## src/rtl/matrix_accel_sequencer.sv

```systemverilog
// matrix_accel_sequencer
// Command-driven controller for the matrixAccelerator datapath. A job clears the
// accumulators, feeds N operand beats (load, mStart pulse, Add pulse per beat),
// then reads READ_COUNT result buffer addresses and streams them out.
//
// Ports:
//   Clk, Rst                 clock (rising edge), asynchronous active-low reset
//   cmd_valid/cmd_ready      job handshake, cmd_beats = operand beats in the job
//   op_valid/op_ready        operand-beat handshake, op_multiplier/op_multiplicand lanes
//   acc_*                    accelerator controls, address and registered operands
//   acc_flatsumout           accelerator result bus
//   res_valid/res_ready      result handshake, res_data captured result, res_last final
//   busy                     high whenever the sequencer is not idle
module matrix_accel_sequencer #(
  parameter int BIT_LEN     = 16,
  parameter int IN_PORTS    = 4,
  parameter int OUT_PORTS   = 4,
  parameter int ADDR_LEN    = 4,
  parameter int MAX_BEATS   = 15,
  parameter int READ_COUNT  = 4,
  parameter int ADDR_BASE   = 3,
  parameter int ADDR_STRIDE = 3,
  parameter int REST_ADDR   = 0,
  parameter int RD_LAT      = 1
) (
  input  logic                              Clk,
  input  logic                              Rst,
  input  logic                              cmd_valid,
  output logic                              cmd_ready,
  input  logic [$clog2(MAX_BEATS+1)-1:0]    cmd_beats,
  input  logic                              op_valid,
  output logic                              op_ready,
  input  logic [IN_PORTS*BIT_LEN-1:0]       op_multiplier,
  input  logic [IN_PORTS*BIT_LEN-1:0]       op_multiplicand,
  output logic                              acc_rst,
  output logic                              acc_mStart,
  output logic                              acc_Add,
  output logic                              acc_direct,
  output logic                              acc_bufferRD,
  output logic [ADDR_LEN-1:0]               acc_AddressSelect,
  output logic [IN_PORTS*BIT_LEN-1:0]       acc_multiplier,
  output logic [IN_PORTS*BIT_LEN-1:0]       acc_multiplicand,
  input  logic [OUT_PORTS*2*BIT_LEN-1:0]    acc_flatsumout,
  output logic                              res_valid,
  input  logic                              res_ready,
  output logic [OUT_PORTS*2*BIT_LEN-1:0]    res_data,
  output logic                              res_last,
  output logic                              busy
);

  localparam int BEAT_W = $clog2(MAX_BEATS+1);
  localparam int K_W    = (READ_COUNT > 1) ? $clog2(READ_COUNT) : 1;
  localparam int LAT_W  = (RD_LAT > 1) ? $clog2(RD_LAT) : 1;
  localparam int OP_W   = IN_PORTS*BIT_LEN;
  localparam int RES_W  = OUT_PORTS*2*BIT_LEN;

  localparam logic [BEAT_W-1:0]   BEATS_ZERO = {BEAT_W{1'b0}};
  localparam logic [BEAT_W-1:0]   BEATS_ONE  = BEAT_W'(1);
  localparam logic [BEAT_W-1:0]   BEATS_MAX  = BEAT_W'(MAX_BEATS);
  localparam logic [K_W-1:0]      K_ZERO     = {K_W{1'b0}};
  localparam logic [K_W-1:0]      K_ONE      = K_W'(1);
  localparam logic [K_W-1:0]      K_LAST     = K_W'(READ_COUNT-1);
  localparam logic [LAT_W-1:0]    LAT_ZERO   = {LAT_W{1'b0}};
  localparam logic [LAT_W-1:0]    LAT_ONE    = LAT_W'(1);
  localparam logic [LAT_W-1:0]    LAT_LAST   = LAT_W'(RD_LAT-1);
  localparam logic [ADDR_LEN-1:0] REST_V     = ADDR_LEN'(REST_ADDR);

  localparam logic [2:0] S_IDLE   = 3'd0;
  localparam logic [2:0] S_CLEAR  = 3'd1;
  localparam logic [2:0] S_FETCH  = 3'd2;
  localparam logic [2:0] S_START  = 3'd3;
  localparam logic [2:0] S_ADD    = 3'd4;
  localparam logic [2:0] S_RDADDR = 3'd5;
  localparam logic [2:0] S_RDWAIT = 3'd6;
  localparam logic [2:0] S_RDOUT  = 3'd7;

  logic [2:0]        state_r, state_next_s;
  logic [BEAT_W-1:0] beats_r, beats_next_s, beat_cnt_r, beat_cnt_next_s, beats_sat_s, beat_inc_s;
  logic [K_W-1:0]    k_r, k_next_s;
  logic [LAT_W-1:0]  lat_r, lat_next_s;
  logic              op_capture_s, res_capture_s;
  logic [31:0]       rd_addr_full_s;
  logic [ADDR_LEN-1:0] rd_addr_s;

  // Oversized beat requests clamp to MAX_BEATS; only needed when the port can exceed it.
  if (((2**BEAT_W) - 1) > MAX_BEATS) begin : g_sat
    assign beats_sat_s = (cmd_beats > BEATS_MAX) ? BEATS_MAX : cmd_beats;
  end else begin : g_nosat
    assign beats_sat_s = cmd_beats;
  end

  assign beat_inc_s     = beat_cnt_r + BEATS_ONE;
  assign rd_addr_full_s = 32'(ADDR_BASE) + (32'(k_next_s) * 32'(ADDR_STRIDE));
  assign rd_addr_s      = rd_addr_full_s[ADDR_LEN-1:0];

  // Next-state, counters and capture strobes. Handshakes use the registered
  // ready/valid outputs so nothing is accepted in the cycle right after reset release.
  always_comb begin
    state_next_s    = state_r;
    beats_next_s    = beats_r;
    beat_cnt_next_s = beat_cnt_r;
    k_next_s        = k_r;
    lat_next_s      = lat_r;
    op_capture_s    = 1'b0;
    res_capture_s   = 1'b0;
    case (state_r)
      S_IDLE: begin
        if (cmd_ready && cmd_valid) begin
          beats_next_s    = beats_sat_s;
          beat_cnt_next_s = BEATS_ZERO;
          k_next_s        = K_ZERO;
          state_next_s    = S_CLEAR;
        end else begin
          state_next_s = S_IDLE;
        end
      end
      S_CLEAR: begin
        if (beats_r != BEATS_ZERO) begin
          state_next_s = S_FETCH;
        end else begin
          lat_next_s   = LAT_ZERO;
          state_next_s = S_RDADDR;
        end
      end
      S_FETCH: begin
        if (op_ready && op_valid) begin
          op_capture_s = 1'b1;
          state_next_s = S_START;
        end else begin
          state_next_s = S_FETCH;
        end
      end
      S_START: state_next_s = S_ADD;
      S_ADD: begin
        beat_cnt_next_s = beat_inc_s;
        if (beat_inc_s < beats_r) begin
          state_next_s = S_FETCH;
        end else begin
          lat_next_s   = LAT_ZERO;
          state_next_s = S_RDADDR;
        end
      end
      S_RDADDR, S_RDWAIT: begin
        // lat_r counts cycles since the address was first presented.
        if (lat_r == LAT_LAST) begin
          res_capture_s = 1'b1;
          state_next_s  = S_RDOUT;
        end else begin
          lat_next_s   = lat_r + LAT_ONE;
          state_next_s = S_RDWAIT;
        end
      end
      S_RDOUT: begin
        if (res_valid && res_ready) begin
          if (res_last) begin
            state_next_s = S_IDLE;
          end else begin
            k_next_s     = k_r + K_ONE;
            lat_next_s   = LAT_ZERO;
            state_next_s = S_RDADDR;
          end
        end else begin
          state_next_s = S_RDOUT;
        end
      end
      default: state_next_s = S_IDLE;
    endcase
  end

  // State and job counters.
  always_ff @(posedge Clk or negedge Rst) begin
    if (!Rst) begin
      state_r    <= S_IDLE;
      beats_r    <= BEATS_ZERO;
      beat_cnt_r <= BEATS_ZERO;
      k_r        <= K_ZERO;
      lat_r      <= LAT_ZERO;
    end else begin
      state_r    <= state_next_s;
      beats_r    <= beats_next_s;
      beat_cnt_r <= beat_cnt_next_s;
      k_r        <= k_next_s;
      lat_r      <= lat_next_s;
    end
  end

  // Control outputs are registered from the next state so each matches the state it belongs to.
  always_ff @(posedge Clk or negedge Rst) begin
    if (!Rst) begin
      cmd_ready         <= 1'b0;
      op_ready          <= 1'b0;
      acc_rst           <= 1'b1;
      acc_mStart        <= 1'b0;
      acc_Add           <= 1'b0;
      acc_direct        <= 1'b0;
      acc_bufferRD      <= 1'b0;
      acc_AddressSelect <= REST_V;
      res_valid         <= 1'b0;
      res_last          <= 1'b0;
      busy              <= 1'b0;
    end else begin
      cmd_ready         <= (state_next_s == S_IDLE);
      op_ready          <= (state_next_s == S_FETCH);
      acc_rst           <= (state_next_s == S_CLEAR);
      acc_mStart        <= (state_next_s == S_START);
      acc_Add           <= (state_next_s == S_ADD);
      acc_direct        <= (state_next_s == S_FETCH) || (state_next_s == S_START) ||
                           (state_next_s == S_ADD);
      acc_bufferRD      <= (state_next_s == S_RDADDR) || (state_next_s == S_RDWAIT);
      acc_AddressSelect <= ((state_next_s == S_RDADDR) || (state_next_s == S_RDWAIT)) ?
                           rd_addr_s : REST_V;
      res_valid         <= (state_next_s == S_RDOUT);
      res_last          <= (state_next_s == S_RDOUT) && (k_next_s == K_LAST);
      busy              <= (state_next_s != S_IDLE);
    end
  end

  // Operand and result holding registers; each only changes on its capture strobe.
  always_ff @(posedge Clk or negedge Rst) begin
    if (!Rst) begin
      acc_multiplier   <= {OP_W{1'b0}};
      acc_multiplicand <= {OP_W{1'b0}};
      res_data         <= {RES_W{1'b0}};
    end else begin
      if (op_capture_s) begin
        acc_multiplier   <= op_multiplier;
        acc_multiplicand <= op_multiplicand;
      end
      if (res_capture_s) begin
        res_data <= acc_flatsumout;
      end
    end
  end

endmodule

```

## config.mk

```make
export PLATFORM = sky130hd
export DESIGN_NAME = matrix_accel_sequencer
export DESIGN_NICKNAME = d
export VERILOG_FILES = /design/src/rtl/matrix_accel_sequencer.sv
export SDC_FILE = /design/constraint.sdc
export NUM_CORES = 1
export LEC_CHECK = 0
export ABC_AREA = 0
export BUFFER_PORTS_ARGS = -buffer_cell sky130_fd_sc_hd__buf_2
export CORE_AREA = 10 10 201 203
export CTS_BUF_LIST = sky130_fd_sc_hd__clkbuf_16
export CTS_CLUSTER_SIZE = 24
export DETAILED_ROUTE_END_ITERATION = 6
export DIE_AREA = 0 0 211 213
export PLACE_DENSITY = 0.57
export SLEW_MARGIN = 15
export SYNTH_ARGS = -nofsm -noshare
export SYNTH_HDL_FRONTEND = slang
export SYNTH_SLANG_ARGS = --single-unit
```

## constraint.sdc

```tcl
create_clock -name Clk -period 3.1 [get_ports Clk]
set_clock_uncertainty 0.2 [all_clocks]
set_input_delay 0.465 -clock Clk [delete_from_list [all_inputs] [get_ports Clk]]
set_output_delay 0.465 -clock Clk [all_outputs]
set_load 0.01 [all_outputs]
```

==> results.md <==
* Post-synth top flop: dfrtp_1
* Comb power frac at between 40% and 50%
* Worst hold endpoint: state_r[0]
* Critical path type: flip-flop to flip-flop
* Setup slack, reg-to-reg at approximately 0.62 ns
* DR DRC count at 0
* Reg2reg path depth at 9
* Fmax at around 400 MHz
* Origin of the worst min-delay path: op_valid
* WP buf/inv at 1
* Maxcap violations at 0
* Commonest non-fill, non-tap cells in the layout: buf_2 (533), nand2_1 (399), dfrtp_1 (282)
* Largest net degree at the start of global routing at around 130
* Register area share after synthesis at between 60 and 70%
* Global-route wire length before repair at roughly 60000 um
* Post-layout nets at approximately 2.0k
* Fillers at 3219
* CP max FO at 11
* Total routed wirelength at between 40000 and 50000 um
* VDD IR-drop max at between 0.7 and 0.8 mV
* Total setup buffers inserted after CTS at 0
* Pwr dens at about 960 mW/mm^2
* Syn_area_per_cell at around 12 sq um
* Slowest cell on crit path: dfrtp_1
* Worst path max stage delay at around 0.42 ns
* Family with the most delay on the worst path: compound AO/OA/AOI/OAI gates
* NetSw at a little over 6 mW
* RR Startpoint: beat_cnt_r[0]
* Final hold vios at 0
* Worst setup SP type: flip-flop
* M1 WL at approximately 15000 um
* Synth Instances at between 900 and 1k
* Worst path required time at 3.33 ns
* Met2 wire len at ~22000 um
* GR Overflow Total at 0
* Status: complete, no violations
* Row Count at 70
* Setup violations, final at 0
* Die X at 211 um
* Final HPWL DP at roughly 28000 um
* Flop pwr share at approximately 37%
* Final period util at about four fifths
* Worst path most repeated cell: ha_1
* Mapped cell area at about 0.011 sq mm
* Max Slew Vio Count at 0
* Most common cell after layout, fill and taps aside: buf_2
* Syn nets at about 1.2k
* HP Class: primary input to flip-flop
* Sink Count at around 280
* Fin Hold WS at 0.1455 ns
* Clock root cell: clkbuf_16
* Vias in the first global route at approximately 11k
* Worst skew pair latency at about 0.56 ns
* Max Root-Sink Buffers at 3
* Switching part of the total power at 36.07%
* Worst flop-to-flop path endpoint: busy
* Final Util at between 40% and 50%
* Layout cells sized above 1 at 41.96%
* WP data arrival at 2.71 ns
* Clk slew on worst S/H paths at 0.06 ns
* Final worst path period need at about 2.5 ns
* Wire per inst at ~18 um
* Core ar. at 0.03626 sq mm
* Setup ws final at ~0.62 ns
* Highest Signal Layer: met4
* Cells along the critical path: ha_1 -> xor2_1 -> ha_1 -> a21o_1 -> a21oi_1 -> nand2_1 -> a221oi_1 -> buf_4 -> o211ai_1
* First-pass DRT Iterations at 5
* CTS buffer count at 31
* Synth-to-Final Area Change at 62.64%
* CTS tree: built
* Overall routing resource usage at about 17%
* CP Capture Type: flip-flop
* Post-Layout Inst Area at 0.01756 sq mm
* Register bit total from synthesis at approximately 280
* Post-place setup slack at 0.6293 ns
* Yosys cell types at 38
* # port buffers at roughly 530
* Met3 WL at around 2700 um
* Leakage at roughly 9 nW
* Internal power at about 11 mW
* Ys Warns at 0
* Die height at roughly 210 um
* Initial DRC count at between 600 and 700
* Tightest Pin Transition at about 0.67 ns
* H-tree depth reported by CTS at 1
* Die ar. at about 0.045 sq mm
* Placed Area at between 0.01 and 0.015 sq mm
* Routed vias at ~10k
* Asr flop ratio synth at 100.0%
* Initial antenna violation count at 4
* Ports at 535
* GPL Wtd Cong at approximately 0.86
* Post-DRT Antenna Nets at 0
* RSZ-0062 raised after global routing: no
* Slew HR at between 50 and 60%
* Min-Delay Path Depth at 4
* Post-synth EDFFs at 0
* Drt via density at 4.406
* Post-Route Setup TNS at 0 ns
* Clock power frac at about a fifth
* Starting density of the core at between 20% and 30%
[power by group through the flow]
stage | registers, mW | logic (mW) | clock network [mW]
2_1_floorplan | 7.06 | 3.12 | 0
3_3_place_gp | 6.27 | 6.72 | 0
3_5_place_dp | 6.34 | 6.79 | 0
4_1_cts | 6.29 | 7.09 | 3.69
5_1_grt | 6.52 | 7.63 | 3.84
6_report | 6.32 | 7.01 | 3.58
[flip-flops by register name (all words and copies together) (netlist names)]
name	count
beat_cnt_r	4
op_ready	1
busy	1
acc_rst	1
acc_Add	1
beats_r	4
acc_multiplicand	64
acc_multiplier	64
cmd_ready	1
acc_AddressSelect	4
acc_mStart	1
res_valid	1
acc_direct	1
acc_bufferRD	1
res_last	1
state_r	3
res_data	128
k_r	2
[cell usage after synthesis (2+ instances only)]
library cell  count  area [sq um]
and2_1            2         12.51
dfrtp_1         282          7057
o21ai_0          10         50.05
nor3_1            3         15.01
nand3b_1          2         15.01
xnor2_1           2         17.52
nor4_1            2         12.51
nor2b_1           2         12.51
nor2_1            7         26.28
a21o_1            2         15.01
nand2_1         400          1501
buf_6            12         135.1
xor2_1            2         17.52
mux2_2          130          1464
buf_2            32         160.2
buf_4             3         22.52
ha_1              4         50.05
inv_1             6         22.52
a21oi_1           4         20.02
[stage by stage]
stage               instances  total power, mW
detailed placement       1896            13.13
finish                   2219            16.92
global route             2219            17.99
CTS                      2215            17.07
floorplan                 926            10.18
global placement         1896            12.99
[timing repair]
action,in CTS,in global routing
hold buffers,262,0
endpoints found under the hold margin,327,0
gates resized for setup,0,0
[routing by layer]
layer	vias up	GRT usage (%)
met5	-	0
met4	0	7.468
met3	92	4.531
met2	350	31.23
met1	4762	18.56
li1	4573	-
[cells by family (layout without fill, tap and decap cells)]
group,Yosys count,after routing,synth area share (%)
AO/OA/AOI/OAI,24,24,1.402
other,0,4,0
adder cells (fa/ha/maj),4,4,0.4635
AND/OR/NAND/NOR,427,427,15.47
multiplexers,130,130,13.56
flip-flops,283,283,65.60
XOR/XNOR,4,4,0.3245
buffers and inverters,54,875,3.186
[worst reg2reg max path: cells and delay by family, from the launching register on]
kind	cells	cell delay, ns
AOI/OAI and AO/OA	4	0.72
adders and majority gates	2	0.55
DFF	1	0.42
buffers and inverters	1	0.22
xor gates and xnor gates	1	0.16
and+or+nand+nor	1	0.09
[area by class of cell]
type	instances	area (sq um)	area share, %
diodes	4	10.01	0.05700
clock buffers	31	775.7	4.417
clock inverters	26	196.4	1.119
inverters	7	27.53	0.1567
multi-input cells	589	3378	19.24
flip-flops and latches	283	7083	40.33
well taps	468	585.6	3.334
repair buffers	811	5505	31.35
[worst max-delay path by stage]
stage	start	to	slack, ns	depth (start not counted)
final	beat_cnt_r[0]	busy	0.62	9
after global routing	beat_cnt_r[0]	op_ready	0.49	9
after CTS	beat_cnt_r[0]	busy	0.59	9
after detailed placement	beat_cnt_r[0]	busy	0.63	9
after global placement	beat_cnt_r[0]	busy	0.62	9
after floorplan	beat_cnt_r[0]	busy	0.72	9
Note: power is estimated with default switching activity, not from simulation.
